--- config.mk ---
export PLATFORM = sky130hd
export DESIGN_NAME = avalon_write_master
export DESIGN_NICKNAME = d
export VERILOG_FILES = /design/src/rtl/wm_pkg.sv /design/src/rtl/wm_fifo.sv /design/src/rtl/avalon_write_master.sv
export SDC_FILE = /design/constraint.sdc
export NUM_CORES = 1
export LEC_CHECK = 0
export CORE_UTILIZATION = 56
export DETAILED_ROUTE_END_ITERATION = 10
export HOLD_SLACK_MARGIN = 0.05
export PLACE_DENSITY_LB_ADDON = 0.15
export SLEW_MARGIN = 5
export SYNTH_ARGS = -nofsm -noshare
export SYNTH_HDL_FRONTEND = slang
export SYNTH_SLANG_ARGS = --single-unit
--- constraint.sdc ---
create_clock -name clk -period 4.4 [get_ports clk]
set_clock_uncertainty 0.15 [all_clocks]
set_input_delay 1.32 -clock clk [delete_from_list [all_inputs] [get_ports clk]]
set_output_delay 1.32 -clock clk [all_outputs]
set_load 0.05 [all_outputs]
--- src/rtl/wm_pkg.sv ---
// Shared types and helpers for the Avalon write master.
package wm_pkg;

    typedef enum logic [0:0] {
        IDLE = 1'b0,
        RUN  = 1'b1
    } state_t;

    // Number of byte-offset bits covered by one data word.
    function automatic int unsigned lsb_bits(input int unsigned bew);
        return $clog2(bew);
    endfunction

endpackage

--- src/rtl/wm_fifo.sv ---
// Synchronous user-data FIFO; pushes while full are dropped, pops while empty ignored.
module wm_fifo #(
    parameter int W     = 32,
    parameter int DEPTH = 8,
    localparam int PW   = $clog2(DEPTH),
    localparam int CW   = PW + 1
) (
    input  logic          clk_i,
    input  logic          rst_i,
    input  logic          push_i,
    input  logic          pop_i,
    input  logic [W-1:0]  data_i,
    output logic [W-1:0]  data_o,
    output logic          full_o,
    output logic          empty_o,
    output logic [CW-1:0] count_o
);

    logic [W-1:0]  mem_q [DEPTH];
    logic [PW-1:0] wr_q, rd_q;
    logic [CW-1:0] count_q, count_d;
    logic          full_q;
    logic          do_push, do_pop;

    assign do_push = push_i & ~full_q;
    assign do_pop  = pop_i & (count_q != '0);
    assign count_d = count_q + CW'(do_push) - CW'(do_pop);

    always_ff @(posedge clk_i or posedge rst_i) begin
        if (rst_i) begin
            wr_q    <= '0;
            rd_q    <= '0;
            count_q <= '0;
            full_q  <= 1'b0;
        end else begin
            if (do_push) wr_q <= wr_q + PW'(1);
            if (do_pop)  rd_q <= rd_q + PW'(1);
            count_q <= count_d;
            full_q  <= (count_d == CW'(DEPTH));
        end
    end

    // Storage needs no reset: the pointers and count define what is valid.
    always_ff @(posedge clk_i) begin
        if (do_push) mem_q[wr_q] <= data_i;
    end

    assign data_o  = mem_q[rd_q];
    assign full_o  = full_q;
    assign empty_o = (count_q == '0);
    assign count_o = count_q;

endmodule

--- src/rtl/avalon_write_master.sv ---
// Avalon-MM single-word write master fed from a user data FIFO.
// Optional AVALON_WRITE_MASTER_OVERFLOW_EN adds a sticky dropped-push flag.
module avalon_write_master
    import wm_pkg::*;
#(
    parameter int ADDRESSWIDTH    = 28,
    parameter int DATAWIDTH       = 32,
    parameter int BYTEENABLEWIDTH = 4,
    parameter int FIFODEPTH       = 8
) (
    input  logic                       clk,
    input  logic                       reset,
    input  logic                       control_fixed_location,
    input  logic [ADDRESSWIDTH-1:0]    control_write_base,
    input  logic [ADDRESSWIDTH-1:0]    control_write_length,
    input  logic                       control_go,
    output logic                       control_done,
    input  logic                       user_write_buffer,
    input  logic [DATAWIDTH-1:0]       user_buffer_data,
    output logic                       user_buffer_full,
    output logic                       user_overflow,
    output logic [ADDRESSWIDTH-1:0]    master_address,
    output logic                       master_write,
    output logic [BYTEENABLEWIDTH-1:0] master_byteenable,
    output logic [DATAWIDTH-1:0]       master_writedata,
    input  logic                       master_waitrequest
);

    localparam int unsigned LSB = lsb_bits(BYTEENABLEWIDTH);
    localparam logic [ADDRESSWIDTH-1:0] STEP = ADDRESSWIDTH'(1) << LSB;
    localparam int CW = $clog2(FIFODEPTH) + 1;

    state_t                  state_q, state_d;
    logic [ADDRESSWIDTH-1:0] addr_q, addr_d;
    logic [ADDRESSWIDTH-1:0] rem_q, rem_d;
    logic                    fixed_q, fixed_d;
    logic                    done_q, done_d;

    logic                    fifo_full, fifo_empty;
    logic [CW-1:0]           fifo_count;
    logic [DATAWIDTH-1:0]    fifo_head;
    logic                    accept;
    logic [ADDRESSWIDTH-1:0] len_aligned;

    wm_fifo #(
        .W     (DATAWIDTH),
        .DEPTH (FIFODEPTH)
    ) u_fifo (
        .clk_i   (clk),
        .rst_i   (reset),
        .push_i  (user_write_buffer),
        .pop_i   (accept),
        .data_i  (user_buffer_data),
        .data_o  (fifo_head),
        .full_o  (fifo_full),
        .empty_o (fifo_empty),
        .count_o (fifo_count)
    );

    assign len_aligned  = control_write_length & ~(STEP - ADDRESSWIDTH'(1));
    assign master_write = (state_q == RUN) && (fifo_count != '0);
    assign accept       = master_write & ~master_waitrequest & ~fifo_empty;

    always_comb begin
        state_d = state_q;
        addr_d  = addr_q;
        rem_d   = rem_q;
        fixed_d = fixed_q;
        done_d  = done_q;
        case (state_q)
            IDLE: begin
                if (control_go) begin
                    // Sub-word lengths carry nothing to write, so complete at once.
                    if (len_aligned == '0) begin
                        done_d = 1'b1;
                    end else begin
                        state_d = RUN;
                        addr_d  = control_write_base;
                        rem_d   = len_aligned;
                        fixed_d = control_fixed_location;
                        done_d  = 1'b0;
                    end
                end
            end
            RUN: begin
                if (accept) begin
                    rem_d = rem_q - STEP;
                    if (!fixed_q) addr_d = addr_q + STEP;
                    if (rem_q == STEP) begin
                        state_d = IDLE;
                        done_d  = 1'b1;
                    end
                end
            end
            default: state_d = IDLE;
        endcase
    end

    always_ff @(posedge clk or posedge reset) begin
        if (reset) begin
            state_q <= IDLE;
            addr_q  <= '0;
            rem_q   <= '0;
            fixed_q <= 1'b0;
            done_q  <= 1'b0;
        end else begin
            state_q <= state_d;
            addr_q  <= addr_d;
            rem_q   <= rem_d;
            fixed_q <= fixed_d;
            done_q  <= done_d;
        end
    end

`ifdef AVALON_WRITE_MASTER_OVERFLOW_EN
    logic ovf_q;

    always_ff @(posedge clk or posedge reset) begin
        if (reset)                                ovf_q <= 1'b0;
        else if (user_write_buffer && fifo_full)  ovf_q <= 1'b1;
    end

    assign user_overflow = ovf_q;
`else
    assign user_overflow = 1'b0;
`endif

    assign control_done      = done_q;
    assign user_buffer_full  = fifo_full;
    assign master_address    = addr_q;
    assign master_byteenable = '1;
    assign master_writedata  = fifo_head;

endmodule
==> Word-level counts from Yosys, hierarchy flattened <==
Memories as Yosys holds them, arrays and structs flattened.
Index checks and enable logic that the tools add are counted.
{ "classes": {"eq_ne": 7, "muxes": 21, "n_bitwise": 9, "add_sub_neg": 6, "reduce_logical": 8} }
{ "op_table": {"columns": ["operator", "n"], "rows": [
  ["$mux 28", 7],
  ["$pmux 28 s2", 2],
  ["$add 28x3->28 const B", 1],
  ["$eq 28x3->1 const B", 1],
  ["$logic_not 28->1", 1],
  ["$sub 28x3->28 const B", 1],
  ["$mux 1", 10],
  ["$reduce_and 3->1", 3],
  ["$add 3x1->3 const B", 2],
  ["$ne 2x2->1 const B", 3],
  ["$not 1->1", 5],
  ["$add 4x1->4", 1],
  ["$and 1x1->1", 4],
  ["$eq 4x4->1 const B", 1],
  ["$logic_not 4->1", 1],
  ["$ne 2x1->1 const B", 2],
  ["$pmux 1 s2", 2],
  ["$reduce_and 4->1", 1],
  ["$reduce_bool 4->1", 1],
  ["$sub 4x1->4", 1],
  ["$logic_and 1x1->1", 1]
]} }
{ "totals": {"output_inout_bits": 68, "n_memories": 1, "register_bits": 70, "inputBits": 94, "ram_bits": 256} }
{ "memory_table": {"columns": ["memory", "depth", "word_bits", "rd", "rd_ports_with_merged_regs", "wr", "line_no", "text"], "rows": [
  ["u_fifo.mem_q", 8, 32, 1, 0, 1, "wm_fifo.sv:19", "logic [W-1:0] mem_q [DEPTH];"]
]} }

==> Logic depth before layout (Yosys ltp) <==
Gate-level depths: netlist of the first run.
{ "depth": {"ltp_word": 7, "depth_mapped": 15, "mapped_depth_nobuf": 13} }

==> Cells and area by module <==
From an unflattened synthesis of the first run, not the netlist that was laid out.
{ "hier_totals": {"hier_cells": 859, "area_unflattened_um2": 14014.7} }
{ "modules_own_cells": {"columns": ["mod", "area_per_inst_um2", "seq_area_each_um2", "cells_each", "instances"], "rows": [
  ["wm_fifo", 10359.9, 7962.6, 432, 1],
  ["avalon_write_master", 3654.8, 1426.4, 427, 1]
]} }

==> Worst setup path before layout of the first run <==
Ideal clock, no wire load.
{ "synth_timing": {"path_type": "input -> register", "startpoint": "in user_write_buffer", "endpoint": "mem u_fifo.mem_q[0][0] (enable)", "arrival_time_ns": 3.997, "cell_stages": 4, "setup_slack_ns": -0.208, "setup_ns": 0.461, "path_cell_list": "nor2b_1 clkbuf_1 nand2b_1 nor3_1"} }
{ "synth_via": {"elab_chain_cells": 3} }
{ "synth_rtl": {"columns": ["element", "line_no", "text"], "rows": [
  ["start, declared", "avalon_write_master.sv:18", "input logic user_write_buffer,"],
  ["$and 1x1->1", "wm_fifo.sv:25", "assign do_push = push_i & ~full_q;"],
  ["net u_fifo.do_push", "wm_fifo.sv:23", "logic do_push, do_pop;"],
  ["$mux 1", "wm_fifo.sv:45", "if (do_push) mem_q[wr_q] <= data_i;"],
  ["$mux 1 (not written as such)", "wm_fifo.sv:45", null],
  ["end, declared", "wm_fifo.sv:19", null]
]} }
The timed path passes the listed nets, and every way through them passes these cells.

==> Worst setup path after layout of the first run <==
{ "layout_timing": {"startpoint": "reg u_fifo.rd_q[0]", "endpoint": "out master_writedata[10]"} }
{ "layout_via": {"elab_chain_cells": 1} }
{ "layout_rtl": {"columns": ["element", "line_no", "text"], "rows": [
  ["start, declared", "wm_fifo.sv:20", "logic [PW-1:0] wr_q, rd_q;"],
  ["start signal, assigned", "wm_fifo.sv:37", "if (do_pop) rd_q <= rd_q + PW'(1);"],
  ["$mem_v2 8x32", null, null],
  ["end, declared", "avalon_write_master.sv:25", "output logic [DATAWIDTH-1:0] master_writedata,"]
]} }
Every way passes these cells.

==> reports/metrics.csv, run 1 <==
metric,value,unit
outcome,finished clean,
worst hold path type,reg -> reg,
worst-margin pin slew,772,ps
Synth Area in XOR/XNOR,0.376,%
cell accounting for the most synthesized area,edfxtp_1,
power per cell area,700,nW/um^2
CTS Buffer Depth,3,
final hold viol count,0,
Worst Setup SP,u_fifo.rd_q[0],
number of DRC markers in iteration 0,747,
Clk Tree Root Cell,clkbuf_16,
dpl hpwl,19.6,mm
Design Power,12.1,mW
gr usage total,25.4,%
max-cap violations,0,
max-slew violations,0,
cell area after synthesis,14000,um^2
CTS hold repair buffers,0,
Gate Count Post-Synth,878,
htree depth,2,
# nets final,1160,
Port Buffers,154,
DRC,0,
fraction of synthesized area in multiplexers,13.1,%
"critical path, cell by cell",buf_16 -> mux4_2 -> mux2_2 -> clkdlybuf4s50_1,
fmax,0.233,GHz
CP startpoint kind,flip-flop,
Worst slew margin,48.5,%
Die W,160,um
crit-path max cell delay,700,ps
post-synthesis simple-gate area fraction,7.48,%
Synth Area in Adders,1.04,%
cell area after layout,17200,um^2
final antenna-violating net count,0,
Worst R2R Start,u_fifo.count_o[2],
asr flop ratio synth,21.0,%
Inserted Clock Buffers,34,
"Clk pin slew, worst setup/hold paths",60,ps
FILL cells,1648,
most frequent cell after synthesis,edfxtp_1,
register area share after synthesis,67.3,%
Die Y-Extent,160,um
HP Start,master_address[1],
critical path data arrival time,2820,ps
DR pass1 iterations,6,
slowest CP cell,clkdlybuf4s50_1,
"Distinct cells, synth",74,
Main synth FF type,edfxtp_1,
Synth Register Bits,324,
GP Congestion,0.947,
"top cells by count, synth","edfxtp_1 (256), dfrtp_1 (68), mux4_2 (64), nor2_1 (46), nand2_1 (43)",
Yosys top cell area share,55.1,%
vias per cell,6.20,
via count,8700,
fin crit share,97.4,%
crit-path max FO,14,
Worst-Skew Late Latency,490,ps
leakage power,6.00,nW
Antenna diodes,0,
worst vdd ir,472,uV
"Req. time, crit path",2930,ps
"Setup violations, final",0,
IO Count,162,
Mapped Avg Cell Area,15.9,um^2
Post-synth EDFFs,256,
Post-Place Cell Area,16100,um^2
Layout area overhead,23.5,%
Yosys warning count,0,
"top cells by area, synth","edfxtp_1 (55%), dfrtp_1 (12%), mux4_2 (10%)",
pin count of the biggest net entering global routing,76,
Compound-Gate Fraction of Synth Area,8.30,%
initial antenna violation count,0,
critical path class,reg -> out,
Initial Util,57.2,%
Total Wirelength,31.5,mm
Die ar.,25600,um^2
vias in the first global route,8852,
layout cell share with drive strength beyond 1,19.7,%
row cnt,57,
largest family of logic cells by synthesized area,multiplexers,
CTS tree,done,
gr ovfl total,0,
clock tree sinks,324,
Placeable Area,24400,um^2
Period minus WS final,4290,ps
Critical Path Sink Type,output port,
DR WL/cell,22.4,um
RSZ-0062 raised after global routing,false,
Setup TNS,0,ps
first-pass GRT wire length,50.0,mm
critical path: cells and delay by family, from the launching register on:
kind     cells  cell delay [ps]
buf+inv      2              910
flops        1              620
mux          2              790
cell type report:
type	instances	area, um^2	share of cell area, %
Sequential cell	324	9400	54.5
Inverter	23	86.3	0.501
Clock inverter	19	149	0.864
Clock buffer	42	902	5.23
Timing Repair Buffer	191	1980	11.5
Multi-Input combinational cell	481	4320	25.0
Tap cell	324	405	2.35
worst paths after layout:
check	to	slack, ps	cells after the start
setup / recovery	master_writedata[10]	110	4
hold / removal	master_address[1]	330	2
setup reg to reg	u_fifo.full_o	1590	13
hold reg to reg	master_address[1]	330	2
max in group asynchronous	u_fifo.rd_q[0]	2320	3
min in group asynchronous	master_address[11]	1130	2
per-stage QoR:
| stage | worst slack (ps) | hold WS, ps | utilization [%] | cells |
|---|---|---|---|---|
| after global placement | 326 | 313 | 66.1 | 1342 |
| final | 115 | 326 | 70.7 | 1404 |
| after detailed placement | 322 | 320 | 66.1 | 1342 |
| after global routing | 9.80 | 357 | 70.7 | 1404 |
| after CTS | 0.143 | 334 | 70.5 | 1404 |
| after floorplan | 648 | 307 | - | 881 |
sequential cells by signal, summed over array words and instances, names as in the netlist:
signal	count
u_fifo.rd_q	3
fixed_q	1
rem_q	26
control_done	1
u_fifo.wr_q	3
u_fifo.mem_q	256
u_fifo.full_o	1
u_fifo.count_o	4
state_q	1
master_address	28
timing repair:
| item | CTS | global route |
|---|---|---|
| resized for setup | 8 | 16 |
| buffers inserted | 1 | 0 |
| gates cloned | 0 | 0 |
| endpoints found under the setup margin | 24 | 16 |
| hold endpoints to repair | 0 | 0 |
where the power goes:
group | total (mW) | switching, mW | internal [mW]
logic | 4.87 | 2.88 | 1.99
clock network | 2.71 | 1.13 | 1.58
registers | 4.48 | 0.533 | 3.95
total | 12.1 | 4.55 | 7.52
logic make-up after synthesis:
kind of cell,Yosys count
other,2
xor gates and xnor gates,6
DFF,324
adders and majority gates,11
buffers and inverters,76
AOI/OAI and AO/OA,165
muxes,98
and+or+nand+nor,196
cells in the final DEF, fill, tap and decap left out, types with 5 or more instances in the layout:
cell / Yosys / routed
inv_1: 21 / 20
clkbuf_1: 23 / 7
nor2_1: 46 / 40
nor2_4: 1 / 7
conb_1: 2 / 5
or3_1: 6 / 6
clkdlybuf4s50_1: 0 / 130
nor4_1: 13 / 13
clkbuf_16: 0 / 35
o22a_1: 15 / 15
a41oi_1: 5 / 5
nand2_1: 43 / 43
and4_1: 6 / 6
a31oi_1: 12 / 12
nor3_1: 14 / 12
buf_4: 5 / 27
ha_1: 10 / 10
o21ai_0: 18 / 18
nand2b_1: 5 / 5
a211oi_1: 6 / 6
a22oi_1: 9 / 9
dlymetal6s2s_1: 0 / 16
o22ai_1: 16 / 16
o2bb2a_1: 5 / 5
edfxtp_1: 256 / 256
and3_1: 6 / 6
clkinv_2: 0 / 9
a2bb2oi_1: 7 / 7
dlygate4sd2_1: 0 / 8
nand4_1: 13 / 13
mux2_2: 33 / 33
or4_1: 5 / 5
dfrtp_1: 68 / 64
mux4_2: 64 / 64
a21oi_1: 37 / 37
nand3_1: 23 / 23
buf_12: 0 / 9
clkinv_1: 0 / 5
per-layer routing:
layer | routed length (um) | track usage (%) | up-vias
li1 | - | - | 3887
met1 | 12500 | 33.0 | 4412
met4 | 725 | 6.88 | 0
met3 | 1950 | 4.44 | 58
met2 | 16300 | 44.4 | 343
met5 | 0 | 0 | -
No activity file was read; power rests on OpenSTA's default activity.
==> run 2, diff against run 1 <==
--- a/config.mk
+++ b/config.mk
@@ -5,10 +5,11 @@
 export SDC_FILE = /design/constraint.sdc
 export NUM_CORES = 1
 export LEC_CHECK = 0
+export CAP_MARGIN = 5
 export CORE_UTILIZATION = 56
 export DETAILED_ROUTE_END_ITERATION = 10
 export HOLD_SLACK_MARGIN = 0.05
-export PLACE_DENSITY_LB_ADDON = 0.15
+export PLACE_DENSITY = 0.8
 export SLEW_MARGIN = 5
 export SYNTH_ARGS = -nofsm -noshare
 export SYNTH_HDL_FRONTEND = slang
==> run 2 against run 1 <==
Against the previous run: cell area fell by 0.79%; flip-flop and latch count did not move; count of clock-buffer cells in the layout fell by 1; fmax rose by 0.93%; largest power group unchanged; highest routed layer unchanged.
==> reports/metrics.csv, run 2 (synthesis results as in run 1) <==
metric,value,unit
CP startpoint kind,flip-flop,
post-CTS setup buffer count,0,
CTS hold repair buffers,0,
GP Congestion,0.909,
DR pass1 iterations,5,
DR WL/cell,22.3,um
Inserted Clock Buffers,34,
fin crit share,96.5,%
row cnt,57,
Buf/Inv on CP,2,
initial antenna violation count,0,
slowest CP cell,clkdlybuf4s50_1,
vias in the first global route,8747,
Die ar.,25600,um^2
Reg with most FFs,u_fifo.mem_q,
dpl hpwl,19.1,mm
crit-path max FO,45,
via count,8790,
area of the multi-input gates,4320,um^2
max-slew violations,0,
crit-path max cell delay,750,ps
layout cell share with drive strength beyond 1,19.8,%
critical path data arrival time,2780,ps
Layout area overhead,22.5,%
Die Y-Extent,160,um
IO Count,162,
max FFs per register,256,
leakage power,5.83,nW
"Core Util, Final",70.1,%
worst hold path type,reg -> reg,
Clk Tree Root Cell,clkbuf_16,
Initial Util,57.2,%
Port Buffers,154,
CP top delay family,buffers and inverters,
"critical path, cell by cell",buf_12 -> mux4_2 -> mux2_2 -> clkdlybuf4s50_1,
max-cap violations,0,
Post-Place Cells,1337,
"commonest cells after routing, fill and taps aside","edfxtp_1 (256), clkdlybuf4s50_1 (127), dfrtp_1 (65)",
Total Wirelength,31.2,mm
final antenna-violating net count,0,
# nets final,1154,
Placeable Area,24400,um^2
"Req. time, crit path",2930,ps
Layout Cells excl Fill,1397,
gr usage total,25.0,%
FILL cells,1599,
register area,9400,um^2
outcome,finished clean,
DRC,0,
htree depth,2,
vias per cell,6.29,
Worst slew margin,50.1,%
final hold viol count,0,
CTS tree,done,
"most common cell after layout, fill and taps aside",edfxtp_1,
critical path class,reg -> out,
CTS Buffer Depth,3,
"Clk pin slew, worst setup/hold paths",60,ps
Antenna diodes,0,
worst vdd ir,515,uV
Critical Path Sink Type,output port,
"Setup violations, final",0,
Worst-Skew Late Latency,510,ps
Setup TNS,0,ps
pin count of the biggest net entering global routing,76,
power per cell area,698,nW/um^2
clock tree sinks,324,
Period minus WS final,4250,ps
RSZ-0062 raised after global routing,false,
gr ovfl total,0,
first-pass GRT wire length,49.2,mm
fmax,0.236,GHz
Die W,160,um
number of DRC markers in iteration 0,996,
worst-margin pin slew,749,ps
==> run 2: path summary, 6_finish.rpt <==
kind                                         from                    to  slack (ps)  cells past startpoint
worst max register to register  u_fifo.count_o[2]         u_fifo.full_o        1600                     13
min in group asynchronous                   reset    master_address[26]        1080                      2
max in group asynchronous                   reset    master_address[11]        2310                      3
worst min-delay path            master_address[0]     master_address[0]         340                      2
worst max-delay path               u_fifo.rd_q[1]  master_writedata[31]         150                      4
worst min register to register  master_address[0]     master_address[0]         340                      2
==> run 2: routing by layer <==
| metal | vias to the layer above | GRT usage [%] | wire (um) |
|---|---|---|---|
| li1 | 3860 | - | - |
| met1 | 4446 | 34.9 | 12700 |
| met2 | 434 | 41.5 | 15800 |
| met3 | 50 | 4.08 | 2160 |
| met4 | 0 | 6.45 | 581 |
| met5 | - | 0 | 0 |
==> run 2: repair_timing <==
action / CTS / global route
gates resized for setup: 23 / 0
setup endpoints to repair: 23 / 0
hold endpoints to repair: 0 / 0
==> run 2: final cells by class <==
cell class,count,share of cell area (%)
clock buffer,41,5.19
clock inverter,19,0.878
inverter,23,0.505
multi-input combinational,481,25.2
sequential,324,54.9
tap,324,2.37
timing repair buffer,185,10.9
==> run 2: metrics by stage <==
| step | hold WS [ps] | worst slack [ps] | cell area (um^2) | total power [mW] |
|---|---|---|---|---|
| global route | 362 | 67.2 | 17100 | 12.4 |
| CTS | 348 | 130 | 17100 | 12.0 |
| detailed placement | 329 | 458 | 16100 | 9.42 |
| global placement | 316 | 494 | 16100 | 9.31 |
| finish | 342 | 154 | 17100 | 11.9 |
| floorplan | 307 | 648 | 14000 | 7.82 |
==> run 2: where the power goes <==
| part | internal, mW | total (mW) | switching (mW) |
|---|---|---|---|
| Sequential | 3.95 | 4.46 | 0.507 |
| Clock | 1.51 | 2.68 | 1.17 |
| Combinational | 1.88 | 4.79 | 2.90 |
| Total | 7.35 | 11.9 | 4.58 |
==> run 2: tightest hold or removal path: stages, from the launching register on <==
cell	delay [ps]
dfrtp_1	350
nand2_1	50
nand2_1	60
